[src/rtl/ctrl_pkg.sv]
// ctrl_pkg -- shared definitions for the multi-cycle controller.
//   ctrl_state_t : FSM state encoding (also exported on the debug state port)
//   OP_* / EXT_* : opcode and opcode-extension values decoded by the FSM
//   COND_*       : branch condition codes (IR[11:8] of a conditional branch)
//   HALT_WORD    : instruction word that stops the core
package ctrl_pkg;

   typedef enum logic [3:0] {
      FETCH      = 4'd0,
      FETCH_WAIT = 4'd1,
      DECODE     = 4'd2,
      EXEC       = 4'd3,
      MEM_RD     = 4'd4,
      WB         = 4'd5,
      MEM_WR     = 4'd6,
      BRANCH     = 4'd7,
      HALT       = 4'd8
   } ctrl_state_t;

   localparam logic [3:0] OP_RTYPE = 4'h0;
   localparam logic [3:0] OP_MEM   = 4'h4;
   localparam logic [3:0] OP_BCOND = 4'hC;
   localparam logic [3:0] EXT_LOAD = 4'h0;
   localparam logic [3:0] EXT_STOR = 4'h4;

   localparam logic [3:0] COND_EQ = 4'h0;
   localparam logic [3:0] COND_NE = 4'h1;
   localparam logic [3:0] COND_LT = 4'hC;
   localparam logic [3:0] COND_GE = 4'hD;
   localparam logic [3:0] COND_AL = 4'hE;

   localparam logic [15:0] HALT_WORD = 16'hFFFF;

endpackage

[src/rtl/branch_cond_eval.sv]
// branch_cond_eval -- combinational branch condition evaluation.
//   cond   in  4  condition code
//   flag_z in  1  ALU zero flag
//   flag_n in  1  ALU negative flag
//   taken  out 1  branch is taken
// Unlisted condition codes are never taken.
module branch_cond_eval
   import ctrl_pkg::*;
(
   input  logic [3:0] cond,
   input  logic       flag_z,
   input  logic       flag_n,
   output logic       taken
);

   always_comb begin
      taken = 1'b0;
      case (cond)
         COND_EQ: taken = flag_z;
         COND_NE: taken = ~flag_z;
         COND_LT: taken = flag_n;
         COND_GE: taken = ~flag_n;
         COND_AL: taken = 1'b1;
         default: taken = 1'b0;
      endcase
   end

endmodule

[src/rtl/multicycle_control_fsm.sv]
// multicycle_control_fsm -- multi-cycle fetch/decode/execute controller.
//   clk, rst (sync, active-low), run (fetch permit, sampled in FETCH)
//   instruction : BRAM port-A output, latched internally when ir_load is high
//   flag_z/n    : ALU flags, looked at only in the BRANCH cycle
//   outputs     : ir_load, pc_enable, pc_load, r_enable, r_or_i, wb_sel,
//                 mem_addr_sel, mem_we, halted, state (debug)
// Optional feature macro: CTRL_BRANCH_EN (conditional branches). Without it
// opcode 1100 executes as a NOP and the flag inputs are ignored.
module multicycle_control_fsm
   import ctrl_pkg::*;
#(
   parameter int MEM_LATENCY    = 1,
   parameter int INSTR_WIDTH    = 16,
   parameter int WAIT_CNT_WIDTH = 4
) (
   input  logic                   clk,
   input  logic                   rst,
   input  logic                   run,
   input  logic [INSTR_WIDTH-1:0] instruction,
   input  logic                   flag_z,
   input  logic                   flag_n,
   output logic                   ir_load,
   output logic                   pc_enable,
   output logic                   pc_load,
   output logic                   r_enable,
   output logic                   r_or_i,
   output logic                   wb_sel,
   output logic                   mem_addr_sel,
   output logic                   mem_we,
   output logic                   halted,
   output logic [3:0]             state
);

   localparam logic [WAIT_CNT_WIDTH-1:0] WAIT_LAST = WAIT_CNT_WIDTH'(MEM_LATENCY - 1);

   ctrl_state_t                state_reg, state_next;
   logic [WAIT_CNT_WIDTH-1:0]  wait_cnt_reg, wait_cnt_next;
   logic [INSTR_WIDTH-1:0]     ir_reg;
   logic                       wait_done;
   logic                       branch_taken;
   logic [3:0]                 opcode, opext;

   assign opcode    = ir_reg[15:12];
   assign opext     = ir_reg[7:4];
   assign wait_done = (wait_cnt_reg == WAIT_LAST);
   assign state     = state_reg;

`ifdef CTRL_BRANCH_EN
   branch_cond_eval u_cond (
      .cond   (ir_reg[11:8]),
      .flag_z (flag_z),
      .flag_n (flag_n),
      .taken  (branch_taken)
   );
`else
   logic unused_flags;
   assign unused_flags = flag_z ^ flag_n;
   assign branch_taken = 1'b0;
`endif

   always_ff @(posedge clk) begin
      if (!rst) begin
         state_reg    <= FETCH;
         wait_cnt_reg <= '0;
         ir_reg       <= '0;
      end else begin
         state_reg    <= state_next;
         wait_cnt_reg <= wait_cnt_next;
         if (ir_load)
            ir_reg <= instruction;
      end
   end

   always_comb begin
      state_next = state_reg;
      case (state_reg)
         FETCH:      if (run) state_next = FETCH_WAIT;
         FETCH_WAIT: if (wait_done) state_next = DECODE;
         DECODE: begin
            if (&ir_reg) begin
               state_next = HALT;
            end else begin
               case (opcode)
                  OP_RTYPE: state_next = EXEC;
                  OP_MEM: begin
                     if (opext == EXT_LOAD)      state_next = MEM_RD;
                     else if (opext == EXT_STOR) state_next = MEM_WR;
                     else                        state_next = EXEC;
                  end
`ifdef CTRL_BRANCH_EN
                  OP_BCOND: state_next = BRANCH;
`endif
                  default:  state_next = EXEC;
               endcase
            end
         end
         MEM_RD:  if (wait_done) state_next = WB;
         EXEC, WB, MEM_WR, BRANCH: state_next = FETCH;
         HALT:    state_next = HALT;
         default: state_next = FETCH;
      endcase

      // Counter restarts on every state change and saturates at the last
      // wait count, so both wait states see exactly MEM_LATENCY cycles.
      if (state_next != state_reg)
         wait_cnt_next = '0;
      else if (wait_done)
         wait_cnt_next = wait_cnt_reg;
      else
         wait_cnt_next = wait_cnt_reg + 1'b1;
   end

   // Moore output decode; everything is forced low while rst is asserted so
   // an in-flight store cannot strobe on the reset cycle.
   always_comb begin
      ir_load      = 1'b0;
      pc_enable    = 1'b0;
      pc_load      = 1'b0;
      r_enable     = 1'b0;
      r_or_i       = 1'b0;
      wb_sel       = 1'b0;
      mem_addr_sel = 1'b0;
      mem_we       = 1'b0;
      halted       = 1'b0;
      if (rst) begin
         case (state_reg)
            FETCH_WAIT: ir_load = wait_done;
            EXEC: begin
               pc_enable = 1'b1;
               // OP_MEM (bad opext) and OP_BCOND (branches disabled) reach
               // EXEC only as NOPs: no register write.
               if (opcode == OP_RTYPE) begin
                  r_enable = 1'b1;
               end else if (opcode != OP_MEM && opcode != OP_BCOND) begin
                  r_enable = 1'b1;
                  r_or_i   = 1'b1;
               end
            end
            MEM_RD: mem_addr_sel = 1'b1;
            WB: begin
               r_enable     = 1'b1;
               wb_sel       = 1'b1;
               mem_addr_sel = 1'b1;
               pc_enable    = 1'b1;
            end
            MEM_WR: begin
               mem_addr_sel = 1'b1;
               mem_we       = 1'b1;
               pc_enable    = 1'b1;
            end
            BRANCH: begin
               pc_load   = branch_taken;
               pc_enable = ~branch_taken;
            end
            HALT:    halted = 1'b1;
            default: ;
         endcase
      end
   end

endmodule

[config.mk]
export PLATFORM = sky130hd
export DESIGN_NAME = multicycle_control_fsm
export DESIGN_NICKNAME = d
export VERILOG_FILES = /design/src/rtl/ctrl_pkg.sv /design/src/rtl/branch_cond_eval.sv /design/src/rtl/multicycle_control_fsm.sv
export SDC_FILE = /design/constraint.sdc
export NUM_CORES = 1
export LEC_CHECK = 0
export CAP_MARGIN = 20
export CORE_MARGIN = 8
export CORE_UTILIZATION = 44
export CTS_BUF_LIST = sky130_fd_sc_hd__clkbuf_4 sky130_fd_sc_hd__clkbuf_8
export DETAILED_ROUTE_END_ITERATION = 16
export GPL_TIMING_DRIVEN = 0
export PLACE_DENSITY_LB_ADDON = 0.2
export SLEW_MARGIN = 15
export SYNTH_ARGS = -nofsm -noshare
export SYNTH_HDL_FRONTEND = slang
export SYNTH_SLANG_ARGS = --single-unit
[constraint.sdc]
create_clock -name clk -period 1.64 [get_ports clk]
set_input_delay 0.164 -clock clk [delete_from_list [all_inputs] [get_ports clk]]
set_output_delay 0.164 -clock clk [all_outputs]
set_load 0.05 [all_outputs]
==> results.ini, run 1 <==
[synth]
yosys_warnings = 0
syn_inst = 134
syn_nets = 157
synth_top_family_by_area = simple AND/OR/NAND/NOR gates
muxShareOfSynthArea = 0.1472
synth_area_um2 = 1224
yosys.area_share.simple = 0.2822
synth_seq_area_share = 0.3926
synth_area_per_cell_um2 = 9.132
synthXorXnorAreaFrac = 0.02147
synth_fa_ha_area_frac = 0.02045
synth_compound_area_frac = 0.08384
ys_seq_elements = 24
ys_types = 38

[route]
ant_nets = 0
post_drt_wl_per_cell_um = 15.47
avgViaCountPerCell = 5.348
wl_um = 3511
dr.pass1.iters = 4
drcViolationCount = 0
drtIter0Drc = 84
via_count = 1214

[global_routing]
grt_pass1_vias = 1257
grt_antenna_before_repair = 0
overflow = 0
grt_usage = 0.1587
grt_first_pass_wirelength_um = 5816
grt_max_degree = 14

[timing]
holdWs_ns = 0.2517
finClkSkew_ns = 0.004800
hold_violations = 0
tightest_slew_ns = 0.5180
fin_ws_ns = -0.1392
setup_violations = 19
maxSlewViolCount = 0
fin_crit_sh = 1.085
max_freq_mhz = 562.0
post-route-min-period_ns = 1.779
max_slew_margin = 0.6538
grt_setup_unrepaired = yes

[setup_path]
slowest_delay_ns = 0.35
r2r_start = ir_reg[4]$_SDFFE_PN0P_
critical_path.slowest_cell = dfxtp_2
timing.critical_path.buf_inv = 3
rrSetupSlack_ns = -0.11
path_cells = inv_2 > ha_4 > nor3b_4 > nand4b_1 > buf_6 > nor2_4 > buf_8
crit_arrival_ns = 1.62
critPathKind = flop to output pin
cp-start-kind = flop
cp-end-kind = output pin
crit_required_ns = 1.48
reg2reg_depth = 4
r2r_end = state[2]$_SDFF_PN0_
crit_fanout = 2
path_delay_family = simple AND/OR/NAND/NOR gates

[clock_tree]
root_buffer = clkbuf_4
clk_pin_slew_ns = 0.13
numClockSinks = 24
clockBufferDepth = 2
tritoncts = built
htreeDepth = 1
holdBufCountCts = 0
clk_latency_ns = 0.31
cts_buffers = 3

[run_status]
outcome = finished, violations left
violations = setup timing

[pwr]
clkPwrFrac = 0.183
power_density_nw_per_um2 = 813.4
combPwrFrac = 0.408
p_sw_w = 0.0005449
p_int_w = 0.001157
vdd_ir_drop_max_mv = 0.8382
power.leakage_nw = 0.9207
seq_power_share = 0.409
total_power_w = 0.001702
switching_share = 0.3202

[finish]
largest_reg_flops = 16
layout_commonest_cell = buf_4
layout_common_cells = 25 x buf_4, 18 x nor2_1, 17 x clkdlybuf4s50_1
area_growth_pct = 70.96
finalNetCount = 220
antenna_cells = 0
drive_gt1_frac = 0.4592
final_cells = 227

[placement]
globalplace.congestion = 0.7585
dp_slack_ns = -0.8240
port_buffers = 30
post-dp-hpwl_um = 2300
dp.cells = 195

[min_path]
hold_path_class = input port to flop
hp-start = rst
hold_end = wait_cnt_reg[2]$_SDFFE_PP0N_
min_path_cells = 3

[floorplanning]
fp.coreArea_um2 = 2710
start_util = 0.4515
die_h_um = 68.74
ios = 34
dieArea_um2 = 4725
die_w_um = 68.74
num_rows = 19

[flow_run]
cap_violations = 0

## synth_stat cells
cell,number,share of area
a211o_1,1,0.0072
buf_2,3,0.012
xor2_1,1,0.0072
buf_4,2,0.012
inv_1,4,0.012
or2_4,1,0.0072
o31ai_1,1,0.0061
nor4_1,3,0.015
nor3b_2,1,0.010
nor4b_1,3,0.021
nand2b_1,4,0.020
a211oi_2,1,0.010
nand3_1,4,0.016
or3b_1,2,0.014
dfxtp_1,24,0.39
or4_1,1,0.0061
o21ai_0,3,0.012
nor4bb_1,1,0.0082
a21oi_1,4,0.016
or3b_2,1,0.0072
clkbuf_1,4,0.012
nand4_1,6,0.031
nor3b_1,4,0.025
nand2_1,1,0.0031
or3_1,1,0.0051
o211ai_1,1,0.0061
ha_1,2,0.020
a211oi_1,2,0.012
nand4b_1,1,0.0072
a21boi_0,1,0.0061
mux2i_1,18,0.15
o32ai_1,1,0.0072
nand3b_1,1,0.0061
or4_4,1,0.0092
xnor2_1,2,0.014
nor2_1,20,0.061
conb_1,1,0.0031
nor3_1,2,0.0082
## power by group through the flow
stage | Clock [W] | Sequential [W] | Combinational [W]
after floorplan | 0 | 0.000720 | 0.000339
after global placement | 0 | 0.000696 | 0.000484
after detailed placement | 0 | 0.000701 | 0.000494
after CTS | 0.000320 | 0.000693 | 0.000618
after global routing | 0.000347 | 0.000704 | 0.000739
final | 0.000312 | 0.000696 | 0.000694
## kinds of logic (layout without fill, tap and decap cells)
family / count (synthesis) / in the layout
DFF: 24 / 24
AOI/OAI and AO/OA: 15 / 15
buffers and inverters: 13 / 75
xor gates and xnor gates: 3 / 3
adders and majority gates: 2 / 2
muxes: 18 / 18
and+or+nand+nor: 58 / 58
other: 1 / 1
## what timing repair did
action,4_1_cts,5_1_grt
setup endpoints to repair,27,31
gates cloned,1,0
gates resized for setup,89,17
hold endpoints to repair,0,0
setup buffers,20,8
pin swaps,14,15
## how the worst max path moves through the flow
stage | startpoint | to | slack, ns | depth (start not counted)
after CTS | wait_cnt_reg[0]$_SDFFE_PP0N_ | ir_load | -0.12 | 7
after floorplan | state[3]$_SDFF_PN0_ | r_enable | -0.19 | 4
final | wait_cnt_reg[0]$_SDFFE_PP0N_ | ir_load | -0.14 | 7
after global routing | wait_cnt_reg[0]$_SDFFE_PP0N_ | ir_load | -0.20 | 7
after detailed placement | wait_cnt_reg[0]$_SDFFE_PP0N_ | ir_load | -0.82 | 8
after global placement | wait_cnt_reg[0]$_SDFFE_PP0N_ | ir_load | -0.84 | 8
## tightest hold or removal path: stages
cell and delay (ns):
dlymetal6s2s_1 0.21, nand4_1 0.11, nor3_1 0.05
## metal layers
layer	vias to the layer above	global-route usage	wire [um]
met4	0	0.04261	17
met1	569	0.1873	1481
met5	-	0	0
met3	2	0.02746	151
met2	40	0.2880	1861
li1	603	-	-
## layout make-up
cell class,count,area [um2]
multi-input cells,97,827.0
fillers,187,618.1
repair buffers,59,575.6
flip-flops and latches,24,511.7
plain buffers,8,87.58
well taps,31,38.79
clock buffers,4,36.28
inverters,4,15.01
## metrics by stage
stage | util | TNS [ns] | instance area, um2
floorplan | - | -0.4416 | 1348
global placement | 0.6223 | -6.013 | 1687
detailed placement | 0.6223 | -6.543 | 1687
CTS | 0.7331 | -1.077 | 1987
global route | 0.7719 | -2.944 | 2092
finish | 0.7719 | -0.8418 | 2092
No activity file was read; power rests on OpenSTA's default activity.
==> run 2: changes to the inputs <==
--- a/config.mk
+++ b/config.mk
@@ -6,6 +6,7 @@
 export NUM_CORES = 1
 export LEC_CHECK = 0
 export CAP_MARGIN = 20
+export CORE_ASPECT_RATIO = 1.75
 export CORE_MARGIN = 8
 export CORE_UTILIZATION = 44
 export CTS_BUF_LIST = sky130_fd_sc_hd__clkbuf_4 sky130_fd_sc_hd__clkbuf_8
==> run 2 against run 1 <==
Against the previous run: the flow still finishes with violations (setup timing); combinational power down 8.6%; fmax grew 0.84%; critical path depth shrank 3; critical endpoint is now state[2]$_SDFF_PN0_.
==> results.ini, run 2 (synthesized netlist as in run 1, its figures left out) <==
[timing]
hold_violations = 0
grt_setup_unrepaired = yes
tightest_slew_ns = 0.5012
max_slew_margin = 0.6653
fin_ws_ns = -0.1244
finClkSkew_ns = 0.009629
maxSlewViolCount = 0
setup_violations = 11
fin_crit_sh = 1.076
max_freq_mhz = 566.8
post-route-min-period_ns = 1.764

[finish]
drive_gt1_frac = 0.4402
fin_area_um2 = 2007
fillers = 180
layout_common_cells = 19 x clkdlybuf4s50_1, 18 x nor2_1, 18 x mux2i_1
antenna_cells = 0
finalNetCount = 208
layout_commonest_cell = clkdlybuf4s50_1
largest_reg_flops = 16
area_growth_pct = 64.01

[setup_path]
cp-start-kind = flop
crit_required_ns = 1.83
crit_arrival_ns = 1.95
cp-end-kind = flop
crit_fanout = 3
critPathKind = flop to flop

[global_routing]
gr-usage-met1 = 0.1395
grt-busiest-layer = met2
grt_max_degree = 14
overflow = 0
grt_first_pass_wirelength_um = 5623
grt_usage = 0.1371
grt_pass1_vias = 1223
grt_antenna_before_repair = 0
use_met3 = 0.03550
met2_usage = 0.2633

[placement]
post-dp-hpwl_um = 2446
port_buffers = 30
globalplace.congestion = 0.7743
dpl-instance-area_um2 = 1682

[pwr]
power_density_nw_per_um2 = 866.4
power.leakage_nw = 0.8572
total_power_w = 0.001739
vdd_ir_drop_max_mv = 0.8590

[floorplanning]
dieArea_um2 = 4791
start_util = 0.4549
ios = 34
die_w_um = 55.87
fp.coreArea_um2 = 2690
die_h_um = 85.76
num_rows = 25

[min_path]
hold_path_class = input port to flop

[route]
drcViolationCount = 0
avgViaCountPerCell = 5.654
post_drt_wl_per_cell_um = 16.21
dr.pass1.iters = 4
wl_um = 3421
drtIter0Drc = 29
via_count = 1193
ant_nets = 0

[clock_tree]
clk_pin_slew_ns = 0.09
htreeDepth = 1
clk_latency_ns = 0.27
holdBufCountCts = 0
cts_buffers = 3
clockBufferDepth = 2
root_buffer = clkbuf_8
numClockSinks = 24
tritoncts = built

[flow_run]
cap_violations = 0

[run_status]
outcome = finished, violations left
violations = setup timing

==> run 2: cell count changes in the layout (fill, tap and decap cells not counted), moves of 3 or more <==
cell,change
clkbuf_8,+4
buf_4,-8
buf_8,-5
clkbuf_4,-3
dfxtp_2,+3
==> run 2: critical path, cell delays in order, from the launching register on <==
cell and delay [ns]:
dfxtp_2 0.33, or4_4 0.53, or2_4 0.27, or3b_4 0.37, a211oi_2 0.18
==> run 2: what timing repair did <==
| item | in CTS | in global routing |
|---|---|---|
| endpoints found under the setup margin | 24 | 24 |
| buffers inserted | 11 | 6 |
| resized for setup | 84 | 17 |
| pin swaps | 16 | 7 |
==> run 2: power by group <==
group	total [W]	internal, W	switching (W)
Combinational	0.000634	0.000328	0.000307
Sequential	0.000699	0.000644	0.0000545
Clock	0.000406	0.000214	0.000191
Total	0.00174	0.00119	0.000553
==> run 2: layer usage <==
layer / vias up / share of wire / wire length (um)
li1: 584 / - / -
met1: 575 / 0.35 / 1189
met2: 28 / 0.60 / 2049
met3: 6 / 0.042 / 142
met4: 0 / 0.012 / 40
met5: - / 0 / 0
==> run 2: layout make-up <==
type                       count  area, um2  area share
sequential                    24      508.0      0.2531
tap                           27      33.78     0.01683
clock buffer                   4      55.05     0.02743
multi-input combinational     97      867.1      0.4320
timing repair buffer          47      452.9      0.2257
buffer                         8      75.07     0.03741
inverter                       4      15.01    0.007481
==> run 2: stage by stage <==
stage	cells	hold WS [ns]	setup TNS (ns)	utilization	setup slack (ns)
after detailed placement	191	0.4876	-6.807	0.6251	-0.8378
final	211	0.4352	-0.3978	0.7460	-0.1244
after global placement	191	0.4773	-5.956	0.6251	-0.8026
after global routing	211	0.4614	-1.272	0.7460	-0.1566
after CTS	205	0.4219	-0.4353	0.7088	-0.1153
after floorplan	134	0.2973	-0.4416	-	-0.1924
==> run 2: final timing paths <==
path	start	cells past startpoint	slack (ns)	end
worst max-delay path	ir_reg[4]$_SDFFE_PN0P_	4	-0.12	state[2]$_SDFF_PN0_
worst min-delay path	rst	3	0.44	state[2]$_SDFF_PN0_
worst max register to register	ir_reg[4]$_SDFFE_PN0P_	4	-0.12	state[2]$_SDFF_PN0_
worst min register to register	ir_reg[1]$_SDFFE_PN0P_	2	0.51	ir_reg[1]$_SDFFE_PN0P_
